<file path="src/rtl/pio_ctrl_pkg.sv">
// Shared widths and helpers for the PIO state-machine execution controller.
package pio_ctrl_pkg;
    localparam int DIV_INT_W  = 16;
    localparam int DIV_FRAC_W = 8;
    localparam int INSTR_W    = 16;
    localparam int MAX_SM     = 4;
    localparam int CNT_W      = DIV_INT_W + 1;

    // An integer divisor of 0 selects the longest period, 65536 cycles.
    function automatic logic [CNT_W-1:0] div_period(input logic [DIV_INT_W-1:0] div_int);
        return (div_int == '0) ? (CNT_W'(1) << DIV_INT_W) : {1'b0, div_int};
    endfunction
endpackage

</file>
<file path="src/rtl/pio_clkdiv.sv">
// Single-SM 16.8 clock divider producing the penable strobe.
// Fractional accumulator present only when PIO_CLKDIV_FRAC_EN is defined.
module pio_clkdiv
    import pio_ctrl_pkg::*;
(
    input  logic                  clk_i,
    input  logic                  reset_i,
    input  logic                  en_i,
    input  logic                  restart_i,
    input  logic [DIV_INT_W-1:0]  div_int_i,
    input  logic [DIV_FRAC_W-1:0] div_frac_i,
    output logic                  penable_o
);
    logic [CNT_W-1:0] cnt_q, cnt_d;
    logic             carry;
    logic             reload;

    assign reload    = en_i && (cnt_q == '0);
    assign penable_o = reload;

`ifdef PIO_CLKDIV_FRAC_EN
    logic [DIV_FRAC_W-1:0] facc_q, facc_d;

    assign {carry, facc_d} = {1'b0, facc_q} + {1'b0, div_frac_i};

    always_ff @(posedge clk_i or posedge reset_i) begin
        if (reset_i)        facc_q <= '0;
        else if (restart_i) facc_q <= '0;
        else if (reload)    facc_q <= facc_d;
    end
`else
    logic unused_frac;
    assign unused_frac = ^div_frac_i;
    assign carry       = 1'b0;
`endif

    // Phase realign wins over both reload and count-down.
    always_comb begin
        cnt_d = cnt_q;
        if (restart_i)   cnt_d = '0;
        else if (reload) cnt_d = div_period(div_int_i) - CNT_W'(1) + CNT_W'(carry);
        else if (en_i)   cnt_d = cnt_q - CNT_W'(1);
    end

    always_ff @(posedge clk_i or posedge reset_i) begin
        if (reset_i) cnt_q <= '0;
        else         cnt_q <= cnt_d;
    end
endmodule

</file>
<file path="src/rtl/pio_sm_exec_ctrl.sv">
// Per-PIO-block controller: clock dividers, pc reset pulses and the shared
// immediate-exec port. Fractional dividing is enabled by PIO_CLKDIV_FRAC_EN.
module pio_sm_exec_ctrl
    import pio_ctrl_pkg::*;
#(
    parameter int NUM_SM = 4,
    parameter int SM_W   = 2
) (
    input  logic                         clk_i,
    input  logic                         reset_i,
    input  logic [NUM_SM-1:0]            en_mask_i,
    input  logic [NUM_SM-1:0]            restart_i,
    input  logic [NUM_SM-1:0]            clkdiv_restart_i,
    input  logic [NUM_SM*DIV_INT_W-1:0]  div_int_i,
    input  logic [NUM_SM*DIV_FRAC_W-1:0] div_frac_i,
    input  logic [NUM_SM-1:0]            stalled_i,
    input  logic                         exec_valid_i,
    input  logic [SM_W-1:0]              exec_sm_i,
    input  logic [INSTR_W-1:0]           exec_instr_i,
    output logic                         exec_ready_o,
    output logic [NUM_SM-1:0]            penable_o,
    output logic [NUM_SM-1:0]            pc_reset_o,
    output logic [NUM_SM-1:0]            imm_o,
    output logic [INSTR_W-1:0]           imm_instr_o
);
    logic               pending_q, pending_d;
    logic [SM_W-1:0]    sm_q, sm_d;
    logic [INSTR_W-1:0] imm_instr_q, imm_instr_d;
    logic [NUM_SM-1:0]  pc_reset_q;
    logic [NUM_SM-1:0]  target;
    logic               accept, issue, cancel;

    for (genvar g = 0; g < NUM_SM; g++) begin : g_div
        pio_clkdiv u_div (
            .clk_i      (clk_i),
            .reset_i    (reset_i),
            .en_i       (en_mask_i[g]),
            .restart_i  (clkdiv_restart_i[g]),
            .div_int_i  (div_int_i[g*DIV_INT_W +: DIV_INT_W]),
            .div_frac_i (div_frac_i[g*DIV_FRAC_W +: DIV_FRAC_W]),
            .penable_o  (penable_o[g])
        );
    end

    always_comb begin
        target = '0;
        for (int i = 0; i < NUM_SM; i++) begin
            target[i] = pending_q && (sm_q == SM_W'(i));
        end
    end

    // Out-of-range targets are handshaken but never become pending.
    assign accept = exec_valid_i && !pending_q && (32'(exec_sm_i) < NUM_SM);
    assign issue  = |(target & ~stalled_i);
    assign cancel = |(target & restart_i);

    always_comb begin
        pending_d   = pending_q;
        sm_d        = sm_q;
        imm_instr_d = imm_instr_q;
        if (accept) begin
            pending_d   = 1'b1;
            sm_d        = exec_sm_i;
            imm_instr_d = exec_instr_i;
        end else if (issue || cancel) begin
            pending_d = 1'b0;
        end
    end

    always_ff @(posedge clk_i or posedge reset_i) begin
        if (reset_i) begin
            pending_q   <= 1'b0;
            sm_q        <= '0;
            imm_instr_q <= '0;
            pc_reset_q  <= '0;
        end else begin
            pending_q   <= pending_d;
            sm_q        <= sm_d;
            imm_instr_q <= imm_instr_d;
            pc_reset_q  <= restart_i;
        end
    end

    assign exec_ready_o = !pending_q;
    assign imm_o        = target;
    assign pc_reset_o   = pc_reset_q;
    assign imm_instr_o  = imm_instr_q;
endmodule

</file>
<file path="config.mk">
export PLATFORM = sky130hd
export DESIGN_NAME = pio_sm_exec_ctrl
export DESIGN_NICKNAME = d
export VERILOG_FILES = /design/src/rtl/pio_ctrl_pkg.sv /design/src/rtl/pio_clkdiv.sv /design/src/rtl/pio_sm_exec_ctrl.sv
export SDC_FILE = /design/constraint.sdc
export NUM_CORES = 1
export LEC_CHECK = 0
export ABC_AREA = 1
export BUFFER_PORTS_ARGS = -buffer_cell sky130_fd_sc_hd__buf_2
export CAP_MARGIN = 40
export CORE_UTILIZATION = 45
export DETAILED_ROUTE_END_ITERATION = 8
export PLACE_DENSITY = 0.79
export SLEW_MARGIN = 20
export SYNTH_ARGS = -nofsm -noshare
export SYNTH_HDL_FRONTEND = slang
export SYNTH_HIERARCHICAL = 1
export SYNTH_SLANG_ARGS = --single-unit
</file>
<file path="constraint.sdc">
create_clock -name clk_i -period 2.8 [get_ports clk_i]
set_input_delay 0.28 -clock clk_i [delete_from_list [all_inputs] [get_ports clk_i]]
set_output_delay 0.28 -clock clk_i [all_outputs]
set_load 0.05 [all_outputs]
</file>
==> results list <==
- Status: completed
- Area contributors post-synth: sky130_fd_sc_hd__dfrtp_1, sky130_fd_sc_hd__nand2_1, sky130_fd_sc_hd__nor2_1
- Of the available clock period, the critical path in the final layout requires 0.829.
- Summed over all cells, the static leakage comes to 0.00446 uW.
* DP HPWL: 13800 um
- MaxCap Viol Count: 0
* Final WL: 17600 um
- In the final layout, the share of cells above drive strength 1 is 0.305.
- Endpoint required time on the critical path: 3.08 ns
- ANT nets after route: 0
- The clock reaches the later pin of the worst-skew pair after 0.34 ns.
- Once placement completed, the tool counted placed cells totaling 1355.
- Cell accounting for the most synthesized area: sky130_fd_sc_hd__dfrtp_1
* Avg WL per Cell: 12.9 um
* Category of the worst setup path launch point: flop
- Asr flop ratio synth: 1.00
- Die extent in y: 128 um
- Boundary pin count: 162
- After detailed routing, the number of remaining DRC violations is 0.
- In this run the worst path has a maximum fanout of 4.
- TritonCTS Sinks: 91
- The floorplan step defined a die boundary enclosing 0.0165 mm2.
* Total vias in the final route: 6812
* Final Max Slew Viols: 0
* Crit path setup slack, layout: 0.479 ns
- Power density over the cells: 1510 mW/mm2
* Sequential cell area fraction in the yosys report: 0.317
* Worst-margin pin slew: 0.756 ns
- For this run, the total global-route usage over all layers was measured as 0.220.
* CTS buffer count: 9
- Synthesis inferred 91 register bits.
- Starting Density: 0.468
- Min cycle time layout: 2.32 ns
- Maximum level of the CTS H-tree: 3
- Clock input transition at the sequential cells of the worst setup and hold paths: 0.07 ns
- First-pass GRT wire length: 28800 um
- Once layout is complete, the cells apart from fillers number 1372.
* Area after DPL: 0.00808 mm2
- TritonCTS built the clock tree.
- For this block, the initial DRC count from the detailed router was 349.
* Number of port buffers: 129
- The count of endpoints failing hold in the final timing report is 0.
- The tree is rooted in a sky130_fd_sc_hd__clkbuf_16.
* Area of the core: 0.0154 mm2
- Clock skew on the completed layout was measured at 0.00843 ns.
- Static timing analysis puts the maximum clock frequency at 0.431 GHz.
* EDFF count, synth: 0
- The Yosys step of the flow raised 6 warnings.
* Clk buf depth: 2
- Routability-driven placement congestion ratio: 0.907
- Measured on the finished design, the core utilization comes to 0.548.
- The repair_antennas step left the layout with diodes totalling 0.
* Peak supply drop: 0.872 mV
- The most common cell in the synthesized netlist is sky130_fd_sc_hd__nand2_1.
* Maximum number of pins on one net before global-route repair: 21
- Number of buffers added for setup after CTS: 0
- Post-Synthesis Net Count: 1151
- Setup WS pre-CTS: 0.549 ns
* Setup repair after global routing missed its margin: no
- Quantity of gates resized following cts: 0
* Layout area overhead: 17.1%
* Final cell area excluding filler cells: 0.00842 mm2
* Critical path class: reg -> reg
- Final-stage net count: 1293
* Post-synthesis instance area: 0.00719 mm2
* Number of distinct library cell variants in the gate-level netlist after synthesis: 25
- Row cnt: 45
* Count of mapped cells out of synthesis: 1014
- Total of endpoints with negative setup slack in the final report: 0
* Horizontal extent of the die: 128 um
- The number of antenna violations at the first check in global routing came to 0.
* Post-synthesis area per instance: 7.09 um2
- Post-synth top cells: sky130_fd_sc_hd__nand2_1, sky130_fd_sc_hd__nor2_1, sky130_fd_sc_hd__inv_1
* Detailed-router iteration count before antenna repair: 5
- After filler insertion, the fill cell instance count of the layout stands at 1489.
- Main synth FF type: sky130_fd_sc_hd__dfrtp_1
- Total negative setup slack: 0 ns
- Measured against its own limit, the worst slew margin works out to 0.494.
* Data arrival time at the worst-slack endpoint: 2.61 ns
- The via count of the first global-routing pass was 6321.
- Overflow after GRT: 0
* Path type of the worst min-delay path: in -> reg
* Top cell type's share of synthesized area: 0.317
- Type of element capturing the critical path: flop
- In the routed layout, each cell is associated on average with a via count of 4.97.
state kept, by name, summed over array words and instances (netlist names):
name / cells
g_div.u_div/cnt_q: 68
pc_reset_o: 4
pending_q: 1
sm_q: 2
imm_instr_o: 16
cell usage in the layout, fill, tap and decap left out, types with 6 or more instances in the layout:
master,count
sky130_fd_sc_hd__o21ai_0,24
sky130_fd_sc_hd__nand2_1,204
sky130_fd_sc_hd__nand3_2,36
sky130_fd_sc_hd__nor2_4,24
sky130_fd_sc_hd__nand4_1,24
sky130_fd_sc_hd__inv_1,132
sky130_fd_sc_hd__buf_2,129
sky130_fd_sc_hd__nand2_4,16
sky130_fd_sc_hd__clkbuf_16,9
sky130_fd_sc_hd__nand2_2,53
sky130_fd_sc_hd__dfrtp_1,91
sky130_fd_sc_hd__nor2_1,155
sky130_fd_sc_hd__nor2_2,20
sky130_fd_sc_hd__o22ai_1,12
sky130_fd_sc_hd__nand3_1,111
sky130_fd_sc_hd__buf_4,15
sky130_fd_sc_hd__mux2_4,17
sky130_fd_sc_hd__inv_2,21
sky130_fd_sc_hd__a21oi_1,6
sky130_fd_sc_hd__o21bai_1,28
sky130_fd_sc_hd__nor3_1,6
layer usage:
layer	wire, um	GRT usage
met2	8260	0.368
met1	8350	0.295
met4	180	0.0678
met5	0	0
met3	849	0.0299
cell type report:
type                    count  area [um2]  share of cell area
repair buffers            145         768              0.0912
clock inverters             4        72.6             0.00862
well taps                 211         264              0.0314
multi-input cells         756        4210               0.500
flip-flops and latches     91        2280               0.270
clock buffers              12         256              0.0305
inverters                 153         574              0.0682
stage by stage:
stage               power (uW)  hold slack (ns)
finish                   12700           0.0547
global route             13900           0.0384
CTS                      12700           0.0431
detailed placement       11300            0.243
global placement         11100            0.241
floorplan                 9740            0.206
cell families after synthesis:
logic type	count (synthesis)	share of synthesized area
buffers and inverters	167	0.0983
XOR/XNOR	4	0.00487
multiplexers	17	0.0355
flip-flops	91	0.317
AND/OR/NAND/NOR	653	0.469
AO/OA/AOI/OAI	78	0.0682
adder cells (fa/ha/maj)	4	0.00696
power by group:
| part | internal (uW) | total (uW) | switching (uW) |
|---|---|---|---|
| logic | 3000 | 9170 | 6160 |
| clock network | 830 | 1350 | 520 |
| registers | 1840 | 2180 | 337 |
| total | 5680 | 12700 | 7020 |
worst max-delay path: stages, from the launching register on:
cell and delay, ns:
sky130_fd_sc_hd__dfrtp_1 0.40, sky130_fd_sc_hd__nor2_1 0.09, sky130_fd_sc_hd__nand2_1 0.07, sky130_fd_sc_hd__nor2_1 0.07, sky130_fd_sc_hd__nand3_2 0.11, sky130_fd_sc_hd__inv_2 0.05, sky130_fd_sc_hd__a21oi_2 0.29, sky130_fd_sc_hd__ha_1 0.27
sky130_fd_sc_hd__nand3_1 0.09, sky130_fd_sc_hd__nor2_1 0.28, sky130_fd_sc_hd__nand3_2 0.17, sky130_fd_sc_hd__o21bai_1 0.18, sky130_fd_sc_hd__nand3_1 0.12, sky130_fd_sc_hd__nand2_1 0.08
final timing paths:
kind                                                       from                                    to  slack [ns]  depth (start not counted)
setup / recovery           g_div[3].u_div/cnt_q[11]$_DFFE_PP0P_  g_div[3].u_div/cnt_q[12]$_DFFE_PP0P_        0.48                         13
hold / removal                                     restart_i[2]               pc_reset_o[2]$_DFF_PP0_        0.05                          1
setup reg to reg           g_div[3].u_div/cnt_q[11]$_DFFE_PP0P_  g_div[3].u_div/cnt_q[12]$_DFFE_PP0P_        0.48                         13
hold reg to reg            g_div[2].u_div/cnt_q[15]$_DFFE_PP0P_  g_div[2].u_div/cnt_q[15]$_DFFE_PP0P_        0.50                          2
max in group asynchronous                               reset_i   g_div[0].u_div/cnt_q[6]$_DFFE_PP0P_        1.65                          3
min in group asynchronous                               reset_i               pc_reset_o[1]$_DFF_PP0_        0.46                          3
repair_timing:
item,4_1_cts,5_1_grt
hold endpoints to repair,3,0
setup endpoints to repair,0,0
hold buffers,1,0
Note: power is estimated with default switching activity, not from simulation.
